--- src/rtl/lsu_mem_stage.sv ---
// Load/store memory stage: registers ALU results and runs single-outstanding dmem transactions.
// Optional build macro MISALIGN_TRAP_EN turns misaligned accesses into flagged no-ops instead of aligning them.
module lsu_mem_stage (
    input  logic        clk,
    input  logic        rst,
    input  logic        valid_i,
    input  logic [6:0]  opcode_i,
    input  logic [2:0]  funct3_i,
    input  logic [4:0]  rd_addr_i,
    input  logic        wreg_i,
    input  logic [63:0] wdata_i,
    input  logic [63:0] store_data_i,
    output logic        dmem_req_o,
    output logic        dmem_we_o,
    output logic [63:0] dmem_addr_o,
    output logic [63:0] dmem_wdata_o,
    output logic [7:0]  dmem_wmask_o,
    input  logic        dmem_ack_i,
    input  logic [63:0] dmem_rdata_i,
    output logic        valid_o,
    output logic [4:0]  rd_addr_o,
    output logic        wreg_o,
    output logic [63:0] wdata_o,
    output logic        stall_o,
    output logic        misalign_o,
    output logic [4:0]  mem_back_rd_addr_o,
    output logic        mem_back_wreg_o,
    output logic [63:0] mem_back_wdata_o
);
    localparam logic [6:0] OP_LOAD  = 7'b0000011;
    localparam logic [6:0] OP_STORE = 7'b0100011;

    typedef enum logic {S_IDLE, S_WAIT} state_t;
    state_t state, state_nxt;

    logic        is_load, is_store, is_ls, nop_f3, trap, mem_op, start;
    logic [2:0]  amask, off;
    logic [63:0] eff_addr, st_data, shifted, load_data;
    logic [7:0]  st_mask;
    logic [2:0]  req_funct3, req_off;
    logic [4:0]  req_rd;
    logic        req_wreg;

    always_comb begin
        is_load  = (opcode_i == OP_LOAD);
        is_store = (opcode_i == OP_STORE);
        is_ls    = is_load | is_store;
        nop_f3   = (funct3_i == 3'b111);
        case (funct3_i[1:0])
            2'b00:   amask = 3'b000;
            2'b01:   amask = 3'b001;
            2'b10:   amask = 3'b011;
            default: amask = 3'b111;
        endcase
`ifdef MISALIGN_TRAP_EN
        trap     = is_ls & ~nop_f3 & (|(wdata_i[2:0] & amask));
        eff_addr = wdata_i;
`else
        trap     = 1'b0;
        eff_addr = {wdata_i[63:3], wdata_i[2:0] & ~amask};
`endif
        mem_op   = is_ls & ~nop_f3 & ~trap;
        start    = (state == S_IDLE) & valid_i & mem_op;
        off      = eff_addr[2:0];
        case (funct3_i[1:0])
            2'b00:   st_mask = 8'h01 << off;
            2'b01:   st_mask = 8'h03 << off;
            2'b10:   st_mask = 8'h0F << off;
            default: st_mask = 8'hFF;
        endcase
        st_data  = store_data_i << {off, 3'b000};
    end

    always_comb begin
        shifted = dmem_rdata_i >> {req_off, 3'b000};
        case (req_funct3)
            3'b000:  load_data = {{56{shifted[7]}}, shifted[7:0]};
            3'b001:  load_data = {{48{shifted[15]}}, shifted[15:0]};
            3'b010:  load_data = {{32{shifted[31]}}, shifted[31:0]};
            3'b100:  load_data = {56'd0, shifted[7:0]};
            3'b101:  load_data = {48'd0, shifted[15:0]};
            3'b110:  load_data = {32'd0, shifted[31:0]};
            default: load_data = shifted;
        endcase
    end

    always_ff @(posedge clk) begin
        if (rst) state <= S_IDLE;
        else     state <= state_nxt;
    end

    always_comb begin
        state_nxt = state;
        case (state)
            S_IDLE: if (start) state_nxt = S_WAIT;
            S_WAIT: if (dmem_ack_i) state_nxt = S_IDLE;
            default: state_nxt = S_IDLE;
        endcase
    end

    always_comb begin
        dmem_req_o = (state == S_WAIT);
        stall_o    = start | ((state == S_WAIT) & ~dmem_ack_i);
    end

    // Request fields are captured once on entry so they stay stable for the whole wait.
    always_ff @(posedge clk) begin
        if (rst) begin
            dmem_we_o    <= 1'b0;
            dmem_addr_o  <= '0;
            dmem_wdata_o <= '0;
            dmem_wmask_o <= '0;
            req_funct3   <= '0;
            req_off      <= '0;
            req_rd       <= '0;
            req_wreg     <= 1'b0;
            valid_o      <= 1'b0;
            rd_addr_o    <= '0;
            wreg_o       <= 1'b0;
            wdata_o      <= '0;
            misalign_o   <= 1'b0;
        end else begin
            if (start) begin
                dmem_we_o    <= is_store;
                dmem_addr_o  <= {eff_addr[63:3], 3'b000};
                dmem_wdata_o <= is_store ? st_data : 64'd0;
                dmem_wmask_o <= is_store ? st_mask : 8'd0;
                req_funct3   <= funct3_i;
                req_off      <= off;
                req_rd       <= rd_addr_i;
                req_wreg     <= is_load & wreg_i & (rd_addr_i != 5'd0);
            end
            if ((state == S_WAIT) && dmem_ack_i) begin
                valid_o    <= 1'b1;
                rd_addr_o  <= req_rd;
                wreg_o     <= req_wreg;
                wdata_o    <= load_data;
                misalign_o <= 1'b0;
            end else if ((state == S_IDLE) && valid_i && !mem_op) begin
                valid_o    <= 1'b1;
                rd_addr_o  <= rd_addr_i;
                wreg_o     <= wreg_i & (rd_addr_i != 5'd0) & ~is_ls;
                wdata_o    <= wdata_i;
                misalign_o <= trap;
            end else begin
                valid_o    <= 1'b0;
                wreg_o     <= 1'b0;
                misalign_o <= 1'b0;
            end
        end
    end

    assign mem_back_rd_addr_o = rd_addr_o;
    assign mem_back_wreg_o    = wreg_o & valid_o;
    assign mem_back_wdata_o   = wdata_o;
endmodule

--- config.mk ---
export PLATFORM = sky130hd
export DESIGN_NAME = lsu_mem_stage
export DESIGN_NICKNAME = d
export VERILOG_FILES = /design/src/rtl/lsu_mem_stage.sv
export SDC_FILE = /design/constraint.sdc
export NUM_CORES = 1
export LEC_CHECK = 0
export BUFFER_PORTS_ARGS = -buffer_cell sky130_fd_sc_hd__buf_2
export CORE_AREA = 8 8 184 186
export CTS_CLUSTER_SIZE = 10
export DETAILED_ROUTE_END_ITERATION = 6
export DIE_AREA = 0 0 192 194
export GPL_ROUTABILITY_DRIVEN = 1
export GPL_TIMING_DRIVEN = 0
export PLACE_DENSITY = 0.81
export SETUP_SLACK_MARGIN = 0.4
export SYNTH_ARGS = -nofsm -noshare
export SYNTH_HDL_FRONTEND = slang
export SYNTH_SLANG_ARGS = --single-unit
--- constraint.sdc ---
create_clock -name clk -period 1.72 [get_ports clk]
set_input_delay 0.086 -clock clk [delete_from_list [all_inputs] [get_ports clk]]
set_output_delay 0.086 -clock clk [all_outputs]
set_load 0.02 [all_outputs]
Word-level counts from Yosys, hierarchy flattened
Index checks and enable logic that the tools add are counted.

word-level totals
  word-level logic and storage cells = 69
  flip-flop bits (word level) = 218
  bits of input ports = 212

cells by class
  equal/unequal tests = 10
  shifts and indexed selects = 5
  reductions and logical operators = 8
  bitwise gates (word level) = 17
  muxes and demuxes = 16

operators by type and width
  operator                                                                count
  64-bit one-hot mux with 6 select lines                                  1
  64-bit two-way mux                                                      3
  64-bit by 6-bit left shift with 64-bit output                           1
  64-bit by 6-bit right shift with 64-bit output                          1
  8-bit one-hot mux with 3 select lines                                   1
  3-bit equality test (second input constant)                             4
  5-bit two-way mux                                                       2
  1-bit AND                                                               9
  3-bit one-hot mux with 3 select lines                                   1
  8-bit two-way mux                                                       1
  1-bit by 3-bit left shift with 8-bit output (first input constant)      1
  2-bit by 3-bit left shift with 8-bit output (first input constant)      1
  4-bit by 3-bit left shift with 8-bit output (first input constant)      1
  7-bit by 2-bit equality test with 1-bit output (second input constant)  1
  7-bit by 6-bit equality test with 1-bit output (second input constant)  1
  1-bit two-way mux                                                       6
  5-bit nonzero test                                                      1
  1-bit inverter                                                          4
  3-bit AND                                                               1
  3-bit by 1-bit equality test with 1-bit output (second input constant)  1
  3-bit by 2-bit equality test with 1-bit output (second input constant)  1
  1-bit logical AND                                                       3
  3-bit zero test                                                         1
  3-bit inverter                                                          1
  7 further kinds                                                         8

Logic depth before layout (Yosys ltp)
  depth after elaboration = 7
  depth in mapped cells = 10
  gate-level depth less buffers = 7

Least setup slack after synthesis
Ideal clock, no wire load.

  path type = register to register
  start = reg state, in the netlist dmem_req_o
  end = reg dmem_wdata_o[16]
  clock period less this slack = 1.761 ns
  cell stages (with the launch flop) = 10
  setup slack = -0.041 ns
  arrival = 1.634 ns
  required time = 1.592 ns
  path buffers = 4
  cells stage by stage = dfxtp_1 -> nor2b_1 -> buf_2 -> and4_1 -> buf_2 -> and3_1 -> buf_4 -> buf_4 -> a22oi_1 -> nor2_1

on the way
  longest elaborated chain between the ends = 3

ends and longest elaborated chain
  item                    line  source
  from (decl)             34    state_t state, state_nxt;
  from (signal assigned)  89    else state <= state_nxt;
  1-bit inverter          --
  1-bit AND (2 in a row)  63    start = (state == S_IDLE) & valid_i & mem_op;
  to (signal assigned)    126   dmem_wdata_o <= is_store ? st_data : 64'd0;
  to (decl)               16    output logic [63:0] dmem_wdata_o,

No other way between the ends.
A chain may end at the register's enable or synchronous reset.

Worst setup path after layout
  start = reg req_off[1]
  end = reg wdata_o[63], in the netlist mem_back_wdata_o[63]

on the way
  longest elaborated chain between the ends = 3

ends and longest elaborated chain
  item                                            line  source
  from (decl)                                     40    logic [2:0] req_funct3, req_off;
  from (signal assigned)                          114   req_off <= '0;
  from (signal assigned)                          129   req_off <= off;
  64-bit by 6-bit right shift with 64-bit output  75    shifted = dmem_rdata_i >> {req_off, 3'b000};
  64-bit one-hot mux with 6 select lines          76    case (req_funct3)
  64-bit two-way mux                              133   if ((state == S_WAIT) && dmem_ack_i) begin
  to (signal assigned)                            137   wdata_o <= load_data;
  to (signal assigned)                            143   wdata_o <= wdata_i;
  to (decl)                                       23    output logic [63:0] wdata_o,

No other way between the ends.

==> flow_metrics.env <==
export IMPL_outcome="complete, but fails checks"
export IMPL_violations="DRC, hold timing, setup timing"
export IMPL_min_from="valid_i"
export IMPL_placed_area_sq_um=16500
export IMPL_drt_vias_per_instance=6.29
export IMPL_whs_ps=-1.06
export IMPL_path_class="register to register"
export IMPL_hold_path_class="input port to register"
export IMPL_synthCells=1572
export IMPL_antenna_left=0
export IMPL_critPathMaxFanout=6
export IMPL_peakVddDrop_v=0.000704
export IMPL_synth_edf_count=0
export IMPL_clk_path_buf_depth=3
export IMPL_die_area_sq_um=37200
export IMPL_design_area_sq_um=21700
export IMPL_path_clk_slew_ps=60
export IMPL_die_y_microns=194
export IMPL_async_flop_share=0
export IMPL_crit_chain="buf_8, mux2i_4, nand2_2, a41oi_4, buf_12, buf_12, nand4_1, a22o_1"
export IMPL_critPathLaunchType="register"
export IMPL_synth_area_sq_um=12800
export IMPL_reg2reg_from="req_off[1]$_SDFFE_PP0P_"
export IMPL_yosys_cell_count_top_type="nand2_1"
export IMPL_cp_common_cell="buf_12"
export IMPL_cts_buffers=27
export IMPL_cap_violations=0
export IMPL_root_buffer="clkbuf_16"
export IMPL_clock_skew_ps=25.0
export IMPL_slew_violations=0
export IMPL_clk_latency_ps=570
export IMPL_critPathCaptureType="register"
export IMPL_place_congestion=0.990
export IMPL_cp_required_ps=2160
export IMPL_reg2reg_slack_ps=-340
export IMPL_numPlacedInstances=2463
export IMPL_pwr_share_clk=0.391
export IMPL_path_buf_inv=3
export IMPL_antenna_found_initial=22
export IMPL_critPathCapture="mem_back_wdata_o[63]$_SDFFE_PP0P_"
export IMPL_start_util=0.413
export IMPL_syn2layout_area_growth_pct=69.1
export IMPL_htreeDepth=1
export IMPL_p_sw_w=0.00420
export IMPL_drt_iter0_drc=1925
export IMPL_dr_total_vias=17000
export IMPL_synthDistinctLibCells=63
export IMPL_tritoncts="built"
export IMPL_die_w_microns=192
export IMPL_hold_viol_final=1
export IMPL_r2r_cells=8
export IMPL_startpoint="req_off[1]$_SDFFE_PP0P_"
export IMPL_synth_top_cell_area_share=0.340
export IMPL_p_comb_frac=0.218
export IMPL_drive_above_1_share=0.553
export IMPL_overflow=0
export IMPL_crit_slowest_cell="dfxtp_4"
export IMPL_synth_common_cells="nand2_1 (297), dfxtp_1 (218), a21oi_1 (194)"
export IMPL_first_pass_iters=7
export IMPL_wl_per_cell_microns=28.7
export IMPL_setup_ws_ps=-340
export IMPL_intPower_w=0.00937
export IMPL_synth_top_flop_cell="dfxtp_1"
export IMPL_max_stage_delay_ps=380
export IMPL_cts_sinks=218
export IMPL_finalCriticalPeriod_ps=2060
export IMPL_portBuffers=486
export IMPL_core_area_sq_um=31100
export IMPL_fin_util=0.699
export IMPL_dpl_worst_slack_ps=-900
export IMPL_cellLeakagePower_nw=9.71
export IMPL_ys_seq_area_frac=0.340
export IMPL_cp_arrival_ps=2500
export IMPL_io_pins=493
export IMPL_critPathTopFamily="compound AO/OA/AOI/OAI gates"
export IMPL_p_seq_frac=0.391
export IMPL_synth_area_leaders="dfxtp_1 (34%), nand2_1 (8.7%), a21oi_1 (7.6%)"
export IMPL_worstMarginPinSlew_ps=854
export IMPL_setup_viol=143
export IMPL_grt_usage=0.370
export IMPL_place_hpwl_mm=52.3
export IMPL_max_slew_margin=0.431
export IMPL_syn_area_per_cell_sq_um=8.17
export IMPL_fmax_mhz=485
export IMPL_yosys_area_top_type="dfxtp_1"
export IMPL_swShare=0.310
export IMPL_drc=33
export IMPL_yosys_warnings=0
export IMPL_grt_pass1_vias=16400
export IMPL_nFillCells=2265
export IMPL_stdcell_count=2706
export IMPL_critical_path_cell_count=8
export IMPL_finalCritPeriodShare=1.20
export IMPL_r2r_end="mem_back_wdata_o[63]$_SDFFE_PP0P_"
export IMPL_nNetsFinal=2491
export IMPL_rows=65
export IMPL_synth_seq_cells=218
export IMPL_rsz0062_at_grt="true"
export IMPL_grt_max_degree=15
export IMPL_drt_wl_total_mm=77.6
export IMPL_p_per_area_nw_per_um2=625
export IMPL_grt_pass1_wl_mm=106
per-stage QoR:
step                      TNS [ps]  hold slack, ps  total power (W)
final                       -17700           -1.06           0.0136
after global routing        -21330            18.1           0.0139
after CTS                    -9170            2.55           0.0132
after detailed placement   -119650             351          0.00779
after global placement     -109840             340          0.00777
after floorplan                  0             221          0.00674
cell type report:
cell class              instances  area [sq um]  share of cell area
clock inverters                 6          72.6             0.00334
well taps                     402           503              0.0232
diodes                         21          52.6             0.00242
clock buffers                  32           694              0.0320
inverters                       8          33.8             0.00156
multi-input cells            1128          9060               0.417
flip-flops and latches        218          4430               0.204
repair buffers                670          4840               0.223
plain buffers                 221          2030              0.0936
tightest hold or removal path: cells and delay by family:
kind,cells,cell delay [ps]
AOI/OAI and AO/OA,2,160
and+or+nand+nor,2,140
buffers and inverters,1,120
sequential cells by signal (all words and copies together), names as in the netlist:
name	flops
dmem_addr_o	61
dmem_req_o	1
dmem_wdata_o	64
dmem_we_o	1
dmem_wmask_o	8
mem_back_rd_addr_o	5
mem_back_wdata_o	64
req_funct3	3
req_off	3
req_rd	5
req_wreg	1
valid_o	1
wreg_o	1
routing by layer:
layer	GRT usage	vias to the layer above	wire length [microns]
met4	0.173	4	5230
met3	0.0862	380	8910
met2	0.586	1371	35100
met5	0	-	29
li1	-	7087	-
met1	0.468	8179	28300
cells by family after synthesis:
group | after synthesis | share of synthesized area
buffers and inverters | 229 | 0.102
AOI/OAI and AO/OA | 489 | 0.254
other | 1 | 0.000292
muxes | 136 | 0.132
DFF | 218 | 0.340
and+or+nand+nor | 494 | 0.167
adders and majority gates | 5 | 0.00487
worst min-delay path by stage:
stage                                   end  slack, ps  depth (start not counted)
2_1_floorplan  dmem_wdata_o[0]$_SDFFE_PP0P_        220                          2
3_3_place_gp   dmem_addr_o[46]$_SDFFE_PP0P_        340                          3
3_5_place_dp   dmem_addr_o[12]$_SDFFE_PP0P_        350                          3
4_1_cts                   wreg_o$_SDFF_PP0_          3                          5
5_1_grt                   wreg_o$_SDFF_PP0_         20                          5
6_report                  wreg_o$_SDFF_PP0_         -1                          5
layout by cell type, fill, tap and decap left out, types with 14 or more instances in the layout:
cell           count
a211oi_2          20
a21oi_1          110
a21oi_2           81
a22o_1            31
a22oi_1           14
a22oi_2           25
a32oi_1           21
buf_12            35
buf_16            17
buf_2            499
buf_4            120
buf_6             46
buf_8             22
clkbuf_1          29
clkbuf_16         39
clkbuf_2          20
dfxtp_1          177
dfxtp_2           36
diode_2           21
dlygate4sd3_1     86
mux2_2            15
mux2i_1           63
mux2i_4           17
mux4_2            24
nand2_1          192
nand2_2           45
nand2_4           60
nand4_1           35
nor2_1            83
o211ai_1          19
o21ai_2           28
o2bb2ai_1         14
power groups by stage:
stage	logic [W]	registers (W)	clock network, W
4_1_cts	0.00272	0.00528	0.00523
2_1_floorplan	0.00125	0.00549	0
6_report	0.00296	0.00531	0.00530
3_5_place_dp	0.00240	0.00539	0
3_3_place_gp	0.00239	0.00539	0
5_1_grt	0.00305	0.00531	0.00549
what timing repair did:
item / 4_1_cts / 5_1_grt
hold buffers: 86 / 0
pin swaps: 139 / 102
setup endpoints to repair: 237 / 261
gates cloned: 26 / 5
setup buffers: 47 / 20
gates resized for setup: 368 / 217
hold endpoints to repair: 137 / 0
Power figures use the tool's default switching activity.
